File: src/rtl/spi_reg_receiver.sv
// rtl/spi_reg_receiver.sv - SPI mode-0 slave producing single-cycle register write/read strobes
// Define SPI_READBACK_EN to build the read path (RDATA state, tx shifter, spi_miso).
module spi_reg_receiver #(
  parameter int SYNC_STAGES = 2,
  parameter int ADDR_W      = 7
) (
  input  logic              clk,
  input  logic              reset,
  input  logic              spi_sclk,
  input  logic              spi_mosi,
  input  logic              spi_cs,
  output logic              spi_miso,
  output logic [ADDR_W-1:0] reg_addr,
  output logic [7:0]        reg_wdata,
  output logic              reg_we,
  output logic              reg_re,
  input  logic [7:0]        reg_rdata,
  output logic              busy
);

  typedef enum logic [2:0] {
    S_IDLE,
    S_CMD,
    S_WDATA,
    S_RDATA,
    S_DISCARD
  } state_t;

  state_t                 state_q, state_d;
  logic [SYNC_STAGES-1:0] sclk_sync_q, sclk_sync_d;
  logic [SYNC_STAGES-1:0] mosi_sync_q, mosi_sync_d;
  logic [SYNC_STAGES-1:0] cs_sync_q, cs_sync_d;
  logic                   sclk_prev_q, sclk_prev_d;
  logic                   rise_q, rise_d;
  logic                   mosi_q, mosi_d;
  logic                   armed_q, armed_d;
  logic [2:0]             cnt_q, cnt_d;
  logic [6:0]             sr_q, sr_d;
  logic [ADDR_W-1:0]      addr_q, addr_d;
  logic [7:0]             wdata_q, wdata_d;
  logic                   we_q, we_d;

  logic                   sclk_s;
  logic                   cs_s;
  logic [7:0]             rx_byte;
  logic                   byte_done;

`ifdef SPI_READBACK_EN
  logic                   fall_q, fall_d;
  logic                   re_q, re_d;
  logic                   re_dly_q, re_dly_d;
  logic                   first_q, first_d;
  logic                   miso_q, miso_d;
  logic [7:0]             tx_q, tx_d;
`else
  logic                   unused_rdata;
  assign unused_rdata = ^reg_rdata;
`endif

  assign sclk_s    = sclk_sync_q[SYNC_STAGES-1];
  assign cs_s      = cs_sync_q[SYNC_STAGES-1];
  assign rx_byte   = {sr_q, mosi_q};
  assign byte_done = rise_q && (cnt_q == 3'd7);

  always_comb begin
    sclk_sync_d = {sclk_sync_q[SYNC_STAGES-2:0], spi_sclk};
    mosi_sync_d = {mosi_sync_q[SYNC_STAGES-2:0], spi_mosi};
    cs_sync_d   = {cs_sync_q[SYNC_STAGES-2:0], spi_cs};
    sclk_prev_d = sclk_s;
    // Edge strobe and mosi are registered together so the sampled bit lines up with its edge.
    rise_d      = sclk_s & ~sclk_prev_q;
    mosi_d      = mosi_sync_q[SYNC_STAGES-1];
    state_d     = state_q;
    armed_d     = armed_q;
    cnt_d       = cnt_q;
    sr_d        = sr_q;
    addr_d      = we_q ? addr_q + ADDR_W'(1) : addr_q;
    wdata_d     = wdata_q;
    we_d        = 1'b0;
`ifdef SPI_READBACK_EN
    fall_d      = ~sclk_s & sclk_prev_q;
    re_d        = 1'b0;
    re_dly_d    = re_q;
    first_d     = first_q;
    miso_d      = miso_q;
    tx_d        = tx_q;
    if (re_dly_q) begin
      tx_d    = reg_rdata;
      first_d = 1'b1;
    end
`endif

    if (cs_s) begin
      state_d = S_IDLE;
      armed_d = 1'b1;
      cnt_d   = 3'd0;
`ifdef SPI_READBACK_EN
      miso_d  = 1'b0;
`endif
    end else begin
      // armed_q blocks a transfer already in flight when reset was released.
      case (state_q)
        S_IDLE: begin
          cnt_d = 3'd0;
          if (armed_q) state_d = S_CMD;
        end
        default: begin
          if (rise_q) begin
            sr_d  = rx_byte[6:0];
            cnt_d = cnt_q + 3'd1;
          end
        end
      endcase

      if (byte_done) begin
        case (state_q)
          S_CMD: begin
            addr_d = rx_byte[ADDR_W-1:0];
            if (!rx_byte[7]) begin
              state_d = S_WDATA;
            end else begin
`ifdef SPI_READBACK_EN
              state_d = S_RDATA;
              re_d    = 1'b1;
`else
              state_d = S_DISCARD;
`endif
            end
          end
          S_WDATA: begin
            wdata_d = rx_byte;
            we_d    = 1'b1;
          end
`ifdef SPI_READBACK_EN
          S_RDATA: begin
            addr_d = addr_q + ADDR_W'(1);
            re_d   = 1'b1;
          end
`endif
          default: ;
        endcase
      end

`ifdef SPI_READBACK_EN
      // First falling edge after a load presents tx[7]; later ones shift.
      if (state_q == S_RDATA && fall_q) begin
        if (first_q) begin
          miso_d  = tx_q[7];
          first_d = 1'b0;
        end else begin
          tx_d   = {tx_q[6:0], 1'b0};
          miso_d = tx_q[6];
        end
      end
`endif
    end
  end

  always_ff @(posedge clk or posedge reset) begin
    if (reset) begin
      sclk_sync_q <= '0;
      mosi_sync_q <= '0;
      cs_sync_q   <= '1;
      sclk_prev_q <= 1'b0;
      rise_q      <= 1'b0;
      mosi_q      <= 1'b0;
      armed_q     <= 1'b0;
      state_q     <= S_IDLE;
      cnt_q       <= 3'd0;
      sr_q        <= 7'd0;
      addr_q      <= '0;
      wdata_q     <= 8'd0;
      we_q        <= 1'b0;
`ifdef SPI_READBACK_EN
      fall_q      <= 1'b0;
      re_q        <= 1'b0;
      re_dly_q    <= 1'b0;
      first_q     <= 1'b0;
      miso_q      <= 1'b0;
      tx_q        <= 8'd0;
`endif
    end else begin
      sclk_sync_q <= sclk_sync_d;
      mosi_sync_q <= mosi_sync_d;
      cs_sync_q   <= cs_sync_d;
      sclk_prev_q <= sclk_prev_d;
      rise_q      <= rise_d;
      mosi_q      <= mosi_d;
      armed_q     <= armed_d;
      state_q     <= state_d;
      cnt_q       <= cnt_d;
      sr_q        <= sr_d;
      addr_q      <= addr_d;
      wdata_q     <= wdata_d;
      we_q        <= we_d;
`ifdef SPI_READBACK_EN
      fall_q      <= fall_d;
      re_q        <= re_d;
      re_dly_q    <= re_dly_d;
      first_q     <= first_d;
      miso_q      <= miso_d;
      tx_q        <= tx_d;
`endif
    end
  end

  assign reg_addr  = addr_q;
  assign reg_wdata = wdata_q;
  assign reg_we    = we_q;
  assign busy      = ~cs_s;
`ifdef SPI_READBACK_EN
  assign reg_re    = re_q;
  assign spi_miso  = miso_q;
`else
  assign reg_re    = 1'b0;
  assign spi_miso  = 1'b0;
`endif

endmodule

File: config.mk
export PLATFORM = sky130hd
export DESIGN_NAME = spi_reg_receiver
export DESIGN_NICKNAME = d
export VERILOG_FILES = /design/src/rtl/spi_reg_receiver.sv
export SDC_FILE = /design/constraint.sdc
export NUM_CORES = 1
export LEC_CHECK = 0
export CORE_ASPECT_RATIO = 1.75
export CORE_UTILIZATION = 26
export CTS_BUF_LIST = sky130_fd_sc_hd__clkbuf_2
export CTS_CLUSTER_DIAMETER = 200
export DETAILED_ROUTE_END_ITERATION = 12
export PLACE_DENSITY = 0.54
export SKIP_CTS_REPAIR_TIMING = 1
export SLEW_MARGIN = 20
export SYNTH_ARGS = -nofsm -noshare
export SYNTH_HDL_FRONTEND = slang
export SYNTH_SLANG_ARGS = --single-unit
export TNS_END_PERCENT = 10
File: constraint.sdc
create_clock -name clk -period 2.8 [get_ports clk]
set_input_delay 0.7 -clock clk [delete_from_list [all_inputs] [get_ports clk]]
set_output_delay 0.7 -clock clk [all_outputs]
set_load 0.02 [all_outputs]
## Word-level counts from Yosys, hierarchy flattened

Index checks and enable logic that the tools add are counted.

| cells by class | value |
|---|---|
| add/sub/neg operators | 2 |
| eq/ne operators | 3 |
| multiplexer cells | 16 |
| bitwise gates (word level) | 4 |
| reductions and logical operators | 5 |

Operators by type and width:

| cell | count |
|---|---|
| 7-bit 2-to-1 mux | 4 |
| 3-bit 2-to-1 mux | 9 |
| 7-bit by 1-bit adder with 7-bit output, second input constant | 1 |
| 3-bit AND reduction | 2 |
| 3-bit by 1-bit adder with 3-bit output, second input constant | 1 |
| 3-bit by 1-bit == test with 1-bit output, second input constant | 1 |
| 3-bit by 2-bit == test with 1-bit output, second input constant | 1 |
| 3-bit == test, second input constant | 1 |
| 3-bit zero test | 1 |
| 1-bit 2-to-1 mux | 3 |
| 1-bit inverter | 3 |
| 3-bit nonzero test | 1 |
| 1-bit bitwise AND | 1 |
| 1-bit logical AND | 1 |

| storage, ports and cells | value |
|---|---|
| register bits | 39 |
| input port bits | 13 |
| output and inout port bits | 19 |

## Longest topological paths before layout

| depth | value |
|---|---|
| word-level depth | 5 |
| gate-level depth with buffers | 5 |

## Least setup slack after synthesis

Ideal clock, no wire load.

| path | value |
|---|---|
| path kind | register -> register |
| start point | reg cnt_q[0] |
| end point | reg wdata_q[0], in the netlist reg_wdata[0] |
| data arrival time | 1,426 ps |
| slack | 1,250 ps |
| stages on the path, launching flop included | 6 |
| path buffers | 0 |
| path through | dfrtp_1 > ha_1 > ha_1 > and4bb_2 > nand2_4 > mux2_2 |

| on the way | value |
|---|---|
| word-level cells in the longest chain between the ends | 3 |

RTL lines:

| element | RTL line | RTL |
|---|---|---|
| start: declaration | 37 | `logic [2:0] cnt_q, cnt_d;` |
| start signal: assignment | 191 | `cnt_q <= cnt_d;` |
| 3-bit == test | 63 | `assign byte_done = rise_q && (cnt_q == 3'd7);` |
| 1-bit logical AND | 63 |  |
| 3-bit AND reduction (no line) | n/a |  |
| end signal: assignment | 194 | `wdata_q <= wdata_d;` |
| end: declaration | 40 | `logic [7:0] wdata_q, wdata_d;` |

Every way passes these cells.
A chain may end at the register's enable or synchronous reset.

## Worst setup path in the final report

| path | value |
|---|---|
| start point | reg cs_sync_q[1] |
| end point | out busy |

| on the way | value |
|---|---|
| word-level cells in the longest chain between the ends | 1 |

RTL lines:

| element | RTL line | RTL |
|---|---|---|
| start: declaration | 32 | `logic [SYNC_STAGES-1:0] cs_sync_q, cs_sync_d;` |
| start signal: assignment | 185 | `cs_sync_q <= cs_sync_d;` |
| 1-bit inverter (no line) | n/a |  |
| end: declaration | 18 | `output logic busy` |

Every way passes these cells.

==> results by stage <==
Power:
- The static power due to leakage is 0.899 nW.
- The power density over the cells is 474 nW/um^2.
- The worst supply voltage drop on vdd is 0.000308 V.

Floorplanning:
- The core area is 5930 sq um.
- The width of the chip is 61.5 um.
- The initial core utilization is 0.272.
- In this run the core area contains 37 standard-cell rows.
- For this design the top-level I/O count stands at 32.
- From bottom edge to top edge, the die measures 106 um.
- The floorplan step defined a die boundary enclosing 6530 sq um.

Clock network:
- The maximum buffer depth of the clock tree is 2.
- The latest clock arrival within the worst-skew pair is 380 ps.
- Clock tree synthesis selected as its root buffer the cell clkbuf_2.
- TritonCTS built the clock tree.
- CTS built an H-tree with a depth of 2.
- TritonCTS created 5 clock buffers.
- Clock-pin slew was measured on the worst setup and hold paths at 170 ps.
- Clock tree synthesis found a total of 39 sinks.

Worst hold path:
- The endpoint of the worst hold path is cs_sync_q[1].
- Along the worst hold path, the cell count comes to 0.
- The type of the tightest min-delay check is reg2reg.
- The worst min-delay path startpoint is cs_sync_q[0].

Critical path:
- The worst register-to-register path ends at reg_wdata[4].
- STA classifies the critical path startpoint as a register.
- Traced cell by cell, the critical path runs through inv_1 > clkdlybuf4s50_1.
- The data required time at the worst endpoint is 2100 ps.
- The largest incremental delay on the critical path is 630 ps.
- The critical path contains buffers and inverters numbering 2 combined.
- The startpoint identified for the worst register-to-register timing path is cnt_q[0].
- The reg-to-reg setup timing slack is 1110 ps.
- The critical path startpoint is cs_sync_q[1].
- The worst register-to-register path has a depth of 5.
- Data arrives at the worst endpoint at 1580 ps.
- The kind of end point of the critical path is a primary output.
- Broken down by cell family, the worst path's largest delay share belongs to flip-flops.
- The highest fanout seen on the critical path is 8.
- The worst-path cell with the longest stage delay is dfstp_2.
- The kind of critical path is reg2out.

Synthesis:
- The number of synthesized register bits is 39.
- The register area share after synthesis is 0.607.
- The area share of the largest cell type after synthesis is 0.575.
- The average instance in the mapped netlist occupies 14.1 sq um.
- The dominant register cell in the synthesized netlist is dfrtp_1.
- The number of distinct library cells after synthesis is 31.
- Of all flip-flops after synthesis, the portion carrying an async set or reset was 1.00.
- Among all cell types in the netlist, the one instantiated most often is dfrtp_1.
- Yosys mapped a number of flops with a built-in enable equal to 0.
- The number of warnings issued by yosys is 0.
- After synthesis, the most frequently instantiated cells are dfrtp_1 (37), mux2_2 (15), nor2_1 (6).
- Sorting the synthesized cells by area gives the leading types as dfrtp_1 (57%), mux2_2 (10%), dfstp_2 (3.3%), mux2_4 (2.8%), xnor2_1 (2.7%).
- The synthesized design spends more area on one cell type than any other, namely dfrtp_1.
- Synthesis produced a netlist whose cell count is 114.
- The mapped netlist covers 1610 sq um.

Cells and area:
- The post-route cell area is 1940 sq um.
- The number of diodes is 0.
- The number of nets in the finished design is 157.
- For this run, the number of standard cells in the final layout without fillers is 219.
- After filler insertion, the fill cell instance count of the layout stands at 631.
- The fraction of layout instances using a drive strength above 1 is 0.270.
- The area growth from synthesis to layout is 20.6%.

STA:
- The fmax is 439 MHz.
- The final-report setup violation count is 0.
- The minimum clock period after layout is 2280 ps.
- In the finished design, the share of the clock period the worst path needs comes to 0.813.
- Summed over all failing endpoints, the final setup total negative slack is 0 ps.
- For the final database, setup skew stands at 16.7 ps.
- The final hold violation count came to 0.
- The number of max-slew violations in the final report came to 0.
- Setup repair after global routing left no endpoint under its margin.

Placement:
- The count of input and output buffers is 21.
- The instance count after placement with tap cells included is 212.
- Detailed placement ended at an HPWL of 2.18 mm.
- Once placement finished, the instance area stood at 1910 sq um.
- At the end of routability-driven placement, the weighted congestion stood at 0.826.

Routing:
- The detailed router placed 967 vias in this run.
- The remaining antenna violation count is 0.
- For this run, the detailed router's first-pass iteration total came to 4.
- The detailed router's first-iteration violation count is 4.
- The vias per cell is 4.42.
- The number of design rule violations left after detail routing is 0.
- The post-detailed-routing wire length is 2.92 mm.
- The wire length per cell after detailed routing is 13.3 um.

Run:
- The tool flagged a number of max-cap violations equal to 0.

Global routing:
- The first global-routing pass estimated 5.21 mm of wire.
- In the global route stage, overall resource usage came out at 0.109.
- The number of antenna violations at the first check in global routing came to 0.
- The final global-route overflow total is 0.
- The via count of the first global-routing pass is 1063.
- Entering global routing, the biggest net connects 40 pins.

Outcome:
- The run finished with clean final reports.
sequential cells by signal, indices dropped and copies added (netlist names):
signal	count
reg_wdata	8
reg_addr	7
sr_q	7
cnt_q	3
state_q	3
cs_sync_q	2
mosi_sync_q	2
sclk_sync_q	2
armed_q	1
mosi_q	1
reg_we	1
rise_q	1
sclk_prev_q	1
cells by family (layout without fill, tap and decap cells):
group	after synthesis	count (layout)	share of synthesized area
flip-flops	39	39	0.607
AND/OR/NAND/NOR	26	26	0.115
multiplexers	21	21	0.151
AO/OA/AOI/OAI	12	12	0.0505
buffers and inverters	7	33	0.0233
XOR/XNOR	5	5	0.0272
adder cells (fa/ha/maj)	3	3	0.0233
other	1	2	0.00233
metrics by stage:
stage | setup WS, ps | util | hold WS, ps | power, mW
after floorplan | 1210 | - | 331 | 0.676
after global placement | 946 | 0.322 | 336 | 0.697
after detailed placement | 933 | 0.322 | 344 | 0.702
after CTS | 484 | 0.328 | 384 | 0.939
after global routing | 433 | 0.328 | 387 | 0.974
final | 522 | 0.328 | 371 | 0.921
cell usage in the layout, fill, tap and decap left out, drive strengths merged:
cell type       n
and4bb          2
mux2           18
o21ai           2
nand3b          1
nand4           2
nand4bb         1
conb            2
inv             4
buf             1
ha              3
nor3            3
nand2b          1
mux2i           3
nor2            7
clkdlybuf4s50  21
nand2           5
and2b           1
a2bb2oi         2
clkbuf          7
or2             2
xnor2           5
o22a            1
nor2b           1
a211oi          1
a21oi           3
dfrtp          37
a31oi           2
o32a            1
dfstp           2
worst max path at each step:
stage | cells after the start | slack (ps) | endpoint
6_report | 2 | 520 | busy
5_1_grt | 2 | 430 | busy
4_1_cts | 2 | 480 | busy
3_5_place_dp | 2 | 930 | busy
3_3_place_gp | 2 | 950 | busy
2_1_floorplan | 1 | 1210 | armed_q
metal layers:
| layer | global-route usage | routed length [um] | share of wire |
|---|---|---|---|
| met1 | 0.126 | 1100 | 0.38 |
| met2 | 0.179 | 1640 | 0.56 |
| met3 | 0.0219 | 79 | 0.027 |
| met4 | 0.0651 | 102 | 0.035 |
| met5 | 0 | 0 | 0 |
report_power, final:
| group | internal, mW | leakage, nW | switching (mW) | total (mW) |
|---|---|---|---|---|
| Clock | 0.0652 | 0.0291 | 0.167 | 0.232 |
| Combinational | 0.0336 | 0.361 | 0.0257 | 0.0593 |
| Sequential | 0.596 | 0.509 | 0.0336 | 0.629 |
layout make-up:
cell class,instances,area [sq um],share of cell area
multi-input combinational,69,599,0.308
clock buffer,7,35.0,0.0180
timing repair buffer,22,218,0.112
tap,78,97.6,0.0502
sequential,39,978,0.504
inverter,4,15.0,0.00773
(Power assumes the default switching activity.)
